## src/rtl/grid_scan.sv

```systemverilog
// grid_scan: captures an N x N cell grid on each generation tick and streams
// it out one row per handshake, then reports the frame's live-cell count and
// whether the frame is unchanged from the one captured before it.
module grid_scan #(
    parameter int N     = 8,
    parameter int GEN_W = 16
) (
    input  logic                       clk,
    input  logic                       _rst,
    input  logic [N*N-1:0]             grid_in,
    input  logic                       gen_tick,
    output logic [N-1:0]               row_data,
    output logic [$clog2(N)-1:0]       row_idx,
    output logic                       row_valid,
    input  logic                       row_ready,
    output logic                       frame_last,
    output logic [$clog2(N*N+1)-1:0]   pop_count,
    output logic                       pop_valid,
    output logic                       still,
    output logic [GEN_W-1:0]           gen_count,
    output logic                       busy,
    output logic                       overrun
);

    localparam int IW = $clog2(N);
    localparam int PW = $clog2(N*N+1);

    typedef enum logic [1:0] {
        IDLE,
        SEND,
        DONE
    } state_t;

    state_t          state;
    logic [N*N-1:0]  frame;
    logic [N*N-1:0]  prev_frame;
    logic [PW-1:0]   acc;
    logic [PW-1:0]   acc_next;
    logic [IW-1:0]   next_idx;
    logic            last_row;

    // Number of live cells in one row.
    function automatic logic [PW-1:0] row_pop(input logic [N-1:0] r);
        logic [PW-1:0] s;
        s = '0;
        for (int i = 0; i < N; i++) begin
            s = s + PW'(r[i]);
        end
        return s;
    endfunction

    // Running total including the row currently on offer, and the next row index.
    always_comb begin
        acc_next = acc + row_pop(row_data);
        next_idx = row_idx + IW'(1);
        last_row = (row_idx == IW'(N - 1));
    end

    // Frame capture, row streaming FSM, generation counter and sticky overrun.
    always_ff @(posedge clk) begin
        if (_rst) begin
            state      <= IDLE;
            frame      <= '0;
            prev_frame <= '0;
            acc        <= '0;
            row_data   <= '0;
            row_idx    <= '0;
            row_valid  <= 1'b0;
            frame_last <= 1'b0;
            pop_count  <= '0;
            pop_valid  <= 1'b0;
            still      <= 1'b0;
            gen_count  <= '0;
            busy       <= 1'b0;
            overrun    <= 1'b0;
        end else begin
            if (gen_tick) begin
                gen_count <= gen_count + GEN_W'(1);
            end
            case (state)
                IDLE: begin
                    if (gen_tick) begin
                        prev_frame <= frame;
                        frame      <= grid_in;
                        acc        <= '0;
                        row_idx    <= '0;
                        row_data   <= grid_in[N-1:0];
                        row_valid  <= 1'b1;
                        frame_last <= (N == 1);
                        busy       <= 1'b1;
                        state      <= SEND;
                    end
                end
                SEND: begin
                    if (gen_tick) begin
                        overrun <= 1'b1;
                    end
                    if (row_ready) begin
                        acc <= acc_next;
                        if (last_row) begin
                            row_valid  <= 1'b0;
                            frame_last <= 1'b0;
                            pop_count  <= acc_next;
                            pop_valid  <= 1'b1;
                            still      <= (frame == prev_frame);
                            state      <= DONE;
                        end else begin
                            row_idx    <= next_idx;
                            row_data   <= frame[32'(next_idx)*N +: N];
                            frame_last <= (next_idx == IW'(N - 1));
                        end
                    end
                end
                DONE: begin
                    if (gen_tick) begin
                        overrun <= 1'b1;
                    end
                    pop_valid <= 1'b0;
                    busy      <= 1'b0;
                    state     <= IDLE;
                end
                default: begin
                    state <= IDLE;
                end
            endcase
        end
    end

endmodule

```

## config.mk

```make
export PLATFORM = sky130hd
export DESIGN_NAME = grid_scan
export DESIGN_NICKNAME = d
export VERILOG_FILES = /design/src/rtl/grid_scan.sv
export SDC_FILE = /design/constraint.sdc
export NUM_CORES = 1
export LEC_CHECK = 0
export CAP_MARGIN = 30
export CORE_ASPECT_RATIO = 1.25
export CORE_UTILIZATION = 52
export CTS_BUF_LIST = sky130_fd_sc_hd__clkbuf_4
export DETAILED_ROUTE_END_ITERATION = 6
export GPL_TIMING_DRIVEN = 0
export HOLD_SLACK_MARGIN = 0.08
export PLACE_DENSITY = 0.79
export SYNTH_ARGS = -nofsm -noshare
export SYNTH_HDL_FRONTEND = slang
export SYNTH_SLANG_ARGS = --single-unit
```

## constraint.sdc

```tcl
create_clock -name clk -period 4.3 [get_ports clk]
set_input_delay 0.43 -clock clk [delete_from_list [all_inputs] [get_ports clk]]
set_output_delay 0.43 -clock clk [all_outputs]
set_load 0.01 [all_outputs]
```

==> results.cfg, run 1 <==
[logic_synthesis]
ys_types = 41
ys_ff_latch = 177
async_reset_ff_share_pct = 0
yosysWarnings = 0
synth_cells = 958
avgSynthCellArea_sq_um = 8.35
synth.cell_area_sq_um = 8000
synth_edf_count = 0
ys.flop_type = dfxtp_1
yosysSeqAreaShare_pct = 44.3
syn_nets = 1044

[timing]
finalCritPeriodShare_pct = 89.0
slew_headroom_pct = 55.4
slew_viol_final = 0
whs_ps = 362
fin_crit_ps = 3830
clock_skew_ps = 16.8
layout_setup_ws_ps = 474
hold_violations = 0
finalSetupTns_ps = 0
rsz0062_at_grt = false
worst_pin_slew_ps = 669
setup_viol_count_final = 0
max_freq_mhz = 261

[worst_setup_path]
arrival_ps = 4350
r2r_slack_ps = 470
end_kind = register
reg2reg_to = acc[6]
reg2regPathDepth = 12
critical_path_class = reg2reg
reg2reg_from = row_data[0]
critPathMaxFanout = 5
cp-start-kind = register
required_ps = 4830

[power]
netSwitchingFraction_pct = 29.4
netSwitchingPower_mw = 0.997
combPwrFrac_pct = 16.6
internal_power_mw = 2.39
p_leak_nw = 3.45
clkPwrFrac_pct = 30.0
total_power_mw = 3.39
ir_drop_v = 0.000212
p_seq_share_pct = 53.4
p_per_area_nw_per_um2 = 353

[place]
post-place-ws_ps = 505
place_area_sq_um = 9290
io_buffers = 106
dp_hpwl_um = 15900
gp_congestion = 0.901

[clock_network]
clk_pin_slew_ps = 150
clkLatencyLatePin_ps = 590
tritoncts = done
numCtsBuffers = 17
cts_max_path_buffers = 2
cts_setup_buffers = 0
cts_resized = 0
h-tree-depth = 4
clock-sinks = 177
ctsRootBufferMaster = clkbuf_4
cts_hold_buf = 0

[cells_and_area]
drive_gt1_share_pct = 6.75
final_cell_area_sq_um = 9610
nets = 1169
synthToLayoutAreaGrowth_pct = 20.1

[floorplanning]
chipWidth_um = 113
rows = 50
coreArea_sq_um = 15000
die_h_um = 141
initial_utilization_pct = 53.3
ioPinCount = 108
die-area_sq_um = 15900

[worst_hold_path]
hold_path_end = frame[33]
min_delay_path_depth = 3
hold_path.startpoint = grid_in[33]
hp-class = in2reg

[detailed_routing]
routed_wirelength_um = 20600
ant_nets = 0
viasPerCell = 5.51
drtIter0Drc = 600
post-route-drc-count = 0
wl_per_cell_um = 16.1
vias = 7050
first_pass_iters = 5

[grt]
track_usage_pct = 27.1
grt_max_degree = 17
grt_pass1_vias = 6595
grt_pass1_wl_um = 33100
antenna_found_initial = 1
grt-ovfl-total = 0

[run]
maxCapViolCount = 0

[outcome]
outcome = completed
==> layer usage <==
metal / vias to the layer above / track usage (%) / share of wire (%)
li1: 3460 / - / -
met1: 3254 / 31.7 / 40
met2: 268 / 46.3 / 49
met3: 68 / 5.03 / 5.5
met4: 0 / 15.7 / 4.9
met5: - / 0 / 0
==> worst max path at each step <==
stage	from	endpoint	slack, ps	cells after the start
final	row_data[0]	acc[6]	470	12
after global routing	row_data[0]	pop_count[6]	310	12
after CTS	row_data[0]	acc[6]	470	12
after detailed placement	row_data[0]	acc[6]	500	12
after global placement	row_data[0]	acc[6]	510	12
after floorplan	row_data[0]	acc[6]	710	12
==> power groups by stage <==
stage	registers (mW)	clock network (mW)	logic (mW)
6_report	1.81	1.02	0.563
5_1_grt	1.82	1.11	0.620
4_1_cts	1.81	1.03	0.563
3_5_place_dp	1.84	0	0.561
3_3_place_gp	1.84	0	0.552
2_1_floorplan	1.82	0	0.354
==> registers in the layout, indices dropped and copies added, names as in the netlist <==
name and count:
acc 7, busy 1, frame 64, frame_last 1
gen_count 16, overrun 1, pop_count 7, pop_valid 1
prev_frame 64, row_data 8, row_idx 3, row_valid 1
state 2, still 1
==> final cells by class <==
type	instances	area, sq um
plain buffers	63	312
repair buffers	106	1060
diodes	1	2.50
inverters	12	45.0
clock buffers	18	135
well taps	182	228
clock inverters	14	180
multi-input cells	706	4100
fillers	1339	5410
flip-flops and latches	177	3540
==> worst max-delay path, stage by stage (launching register included) <==
cell	delay (ps)
dfxtp_1	370
fa_1	540
inv_1	50
fa_1	450
fa_1	490
inv_1	50
fa_1	390
fa_1	420
a21o_1	210
a21oi_1	370
o21a_1	210
o21ai_0	90
a21oi_1	130
==> synth_stat cells (all sizes together) (5+ instances only) <==
master | n | area (sq um)
xor2 | 11 | 96.3
nand2b | 5 | 31.3
o21ai | 6 | 30.0
nor2 | 35 | 131
nand3 | 10 | 50.1
ha | 13 | 163
a22oi | 5 | 37.5
a21oi | 155 | 780
mux2i | 10 | 100
nand2 | 294 | 1100
xnor2 | 69 | 604
fa | 5 | 100
mux4 | 16 | 402
clkbuf | 26 | 97.6
o211ai | 10 | 75.1
dfxtp | 177 | 3540
and3 | 7 | 43.8
nand4 | 19 | 125
inv | 12 | 45.0
buf | 37 | 214
nor3 | 13 | 65.1
==> stage by stage <==
stage	util [%]	instances
after floorplan	-	958
after global placement	61.9	1246
after detailed placement	61.9	1246
after CTS	64.0	1278
after global routing	64.0	1279
final	64.0	1279
==> kinds of logic (layout without fill, tap and decap cells) <==
logic type	Yosys count	count (layout)	synth area share (%)
fa+ha+maj	18	18	3.28
compound gates	187	187	12.6
mux	26	26	6.27
other cells	0	1	0
xor+xnor	80	80	8.76
simple gates	395	395	20.4
buf+inv	75	213	4.46
flops	177	177	44.3
==> cell usage in the layout, fill, tap and decap left out, drive strengths merged, types with 13 or more instances in the layout <==
cell and n:
nand2 294, dfxtp 177, a21oi 155, clkdlybuf4s50 106
xnor2 69, clkbuf 44, buf 37, nor2 35
nand4 19, mux4 16, inv 15, nor3 13
ha 13
(Power assumes the default switching activity.)
==> run 2, diff against run 1 <==
clock period = 4.9 ns   (was 4.3 ns; I/O delays follow)
==> results of run 2 <==
Same layout as run 1 (identical final DEF). Status: completed.
Main changes from that run: setup slack after placement 505 ps -> 1100 ps; setup slack after layout 474 ps -> 1070 ps; hold slack 362 ps -> 422 ps; register-to-register setup slack 470 ps -> 1070 ps; total power 3.39 mW -> 2.97 mW; worst IR drop on VDD 0.000212 V -> 0.000186 V
==> run 3, diff against run 2 <==
clock period = 3.7 ns   (was 4.9 ns; I/O delays follow)
==> run 3 against run 2 <==
Net effect:
- core utilization is 0.18 points higher
- cell count hardly changed
- sequential share of layout area is 0.066 points lower
- maximum frequency is 8.6% higher
- sequential cell count stayed put
- die area stayed put
- clock skew is 1.7 ps higher
- critical path depth is 1 higher
- total power is 33% higher
- worst setup slack worse by 900 ps
==> results.cfg, run 3 (synthesis results as in run 1) <==
[place]
place_area_sq_um = 9290
gp_congestion = 0.901
io_buffers = 106
placed_cells = 1246
post-place-ws_ps = -95.2
dp_hpwl_um = 15900

[floorplanning]
die_h_um = 141
ioPinCount = 108
coreArea_sq_um = 15000
rows = 50
chipWidth_um = 113
die-area_sq_um = 15900
initial_utilization_pct = 53.3

[cells_and_area]
synthToLayoutAreaGrowth_pct = 20.4
seqCellArea_sq_um = 3550
final_cell_area_sq_um = 9640
final_cells = 1280
largest_registers = frame (64), prev_frame (64), gen_count (16)
drive_gt1_share_pct = 7.20
nets = 1170
multi_input_area_sq_um = 4120
fillCellCount = 1331
final_common_cell = nand2_1
fin_util_pct = 64.2
layout.cells.most_common_list = nand2_1, dfxtp_1, a21oi_1, clkdlybuf4s50_1, xnor2_1

[detailed_routing]
post-route-drc-count = 0
ant_nets = 0
viasPerCell = 5.49
first_pass_iters = 6
vias = 7026
routed_wirelength_um = 20700
drtIter0Drc = 625
wl_per_cell_um = 16.2

[grt]
grt_max_degree = 17
use_met3_pct = 5.03
antenna_found_initial = 1
track_usage_pct = 27.1
met2_usage_pct = 46.5
grt_pass1_vias = 6611
use_met1_pct = 31.8
grt-ovfl-total = 0
grt-busiest-layer = met2
grt_pass1_wl_um = 33200

[timing]
max_freq_mhz = 284
setup_viol_count_final = 0
worst_pin_slew_ps = 678
hold_violations = 0
clock_skew_ps = 18.4
slew_headroom_pct = 54.8
slew_viol_final = 0
fin_crit_ps = 3520
layout_setup_ws_ps = 176
finalSetupTns_ps = 0
rsz0062_at_grt = false
finalCritPeriodShare_pct = 95.2

[clock_network]
clk_pin_slew_ps = 150
clock-sinks = 177
cts_hold_buf = 0
clkLatencyLatePin_ps = 600
ctsRootBufferMaster = clkbuf_4
cts_max_path_buffers = 2
tritoncts = done
numCtsBuffers = 17
h-tree-depth = 4

[worst_setup_path]
arrival_ps = 4010
end_kind = register
required_ps = 4180
cp-start-kind = register
critical_path_class = reg2reg
critPathMaxFanout = 5
reg2regPathDepth = 13

[worst_hold_path]
hp-class = in2reg
min_delay_path_depth = 3

[power]
p_per_area_nw_per_um2 = 410
p_leak_nw = 3.46
ir_drop_v = 0.000246

[run]
maxCapViolCount = 0

[outcome]
outcome = completed
==> run 3: cell count changes in the layout (fill, tap and decap cells not counted) <==
| cell | change |
|---|---|
| dfxtp_1 | -1 |
| a21oi_4 | +1 |
| a21oi_1 | -1 |
| fa_1 | -2 |
| fa_2 | +2 |
| buf_4 | +1 |
| dfxtp_4 | +1 |
==> run 3: report_power, final <==
part / leakage (nW) / switching [mW] / total, mW / internal, mW
sequential: 1.44 / 0.108 / 2.10 / 2.00
clock: 0.152 / 0.700 / 1.18 / 0.483
combinational: 1.86 / 0.356 / 0.660 / 0.304
==> run 3: worst paths after layout <==
kind | start | to | slack (ps)
setup / recovery | row_data[0] | acc[4] | 180
hold / removal | grid_in[19] | frame[19] | 300
hold reg to reg | pop_count[4] | pop_count[4] | 460
setup reg to reg | row_data[0] | acc[4] | 180
==> run 3: layout make-up <==
class | count | area share (%)
Clock inverter | 14 | 1.87
Inverter | 12 | 0.467
Timing Repair Buffer | 107 | 11.1
Sequential cell | 177 | 36.8
Clock buffer | 18 | 1.40
Tap cell | 182 | 2.36
Multi-Input combinational cell | 706 | 42.7
Buffer | 63 | 3.23
Antenna cell | 1 | 0.0260
==> run 3: metal layers <==
layer | wire length, um | vias to the layer above
met3 | 1060 | 68
met4 | 982 | 0
met2 | 10200 | 250
li1 | - | 3456
met1 | 8420 | 3252
met5 | 0 | -
==> run 3: critical path, stage by stage (launching register included) <==
cell and delay [ps]:
dfxtp_4 380, fa_1 530, inv_1 50, fa_1 450
fa_1 490, inv_1 50, fa_2 350, fa_2 360
a21o_1 220, a21oi_4 190, buf_4 140, nor3_1 30
a21oi_1 120, nor2_1 50
==> run 3: stage by stage <==
step | hold slack (ps) | power (mW)
floorplan | 448 | 2.52
global placement | 439 | 2.78
detailed placement | 447 | 2.79
CTS | 268 | 3.95
global route | 279 | 4.13
finish | 301 | 3.95
==> run 3: what timing repair did <==
action	CTS	global route
setup buffers	0	1
endpoints found under the setup margin	4	4
pin swaps	0	2
gates resized for setup	2	4
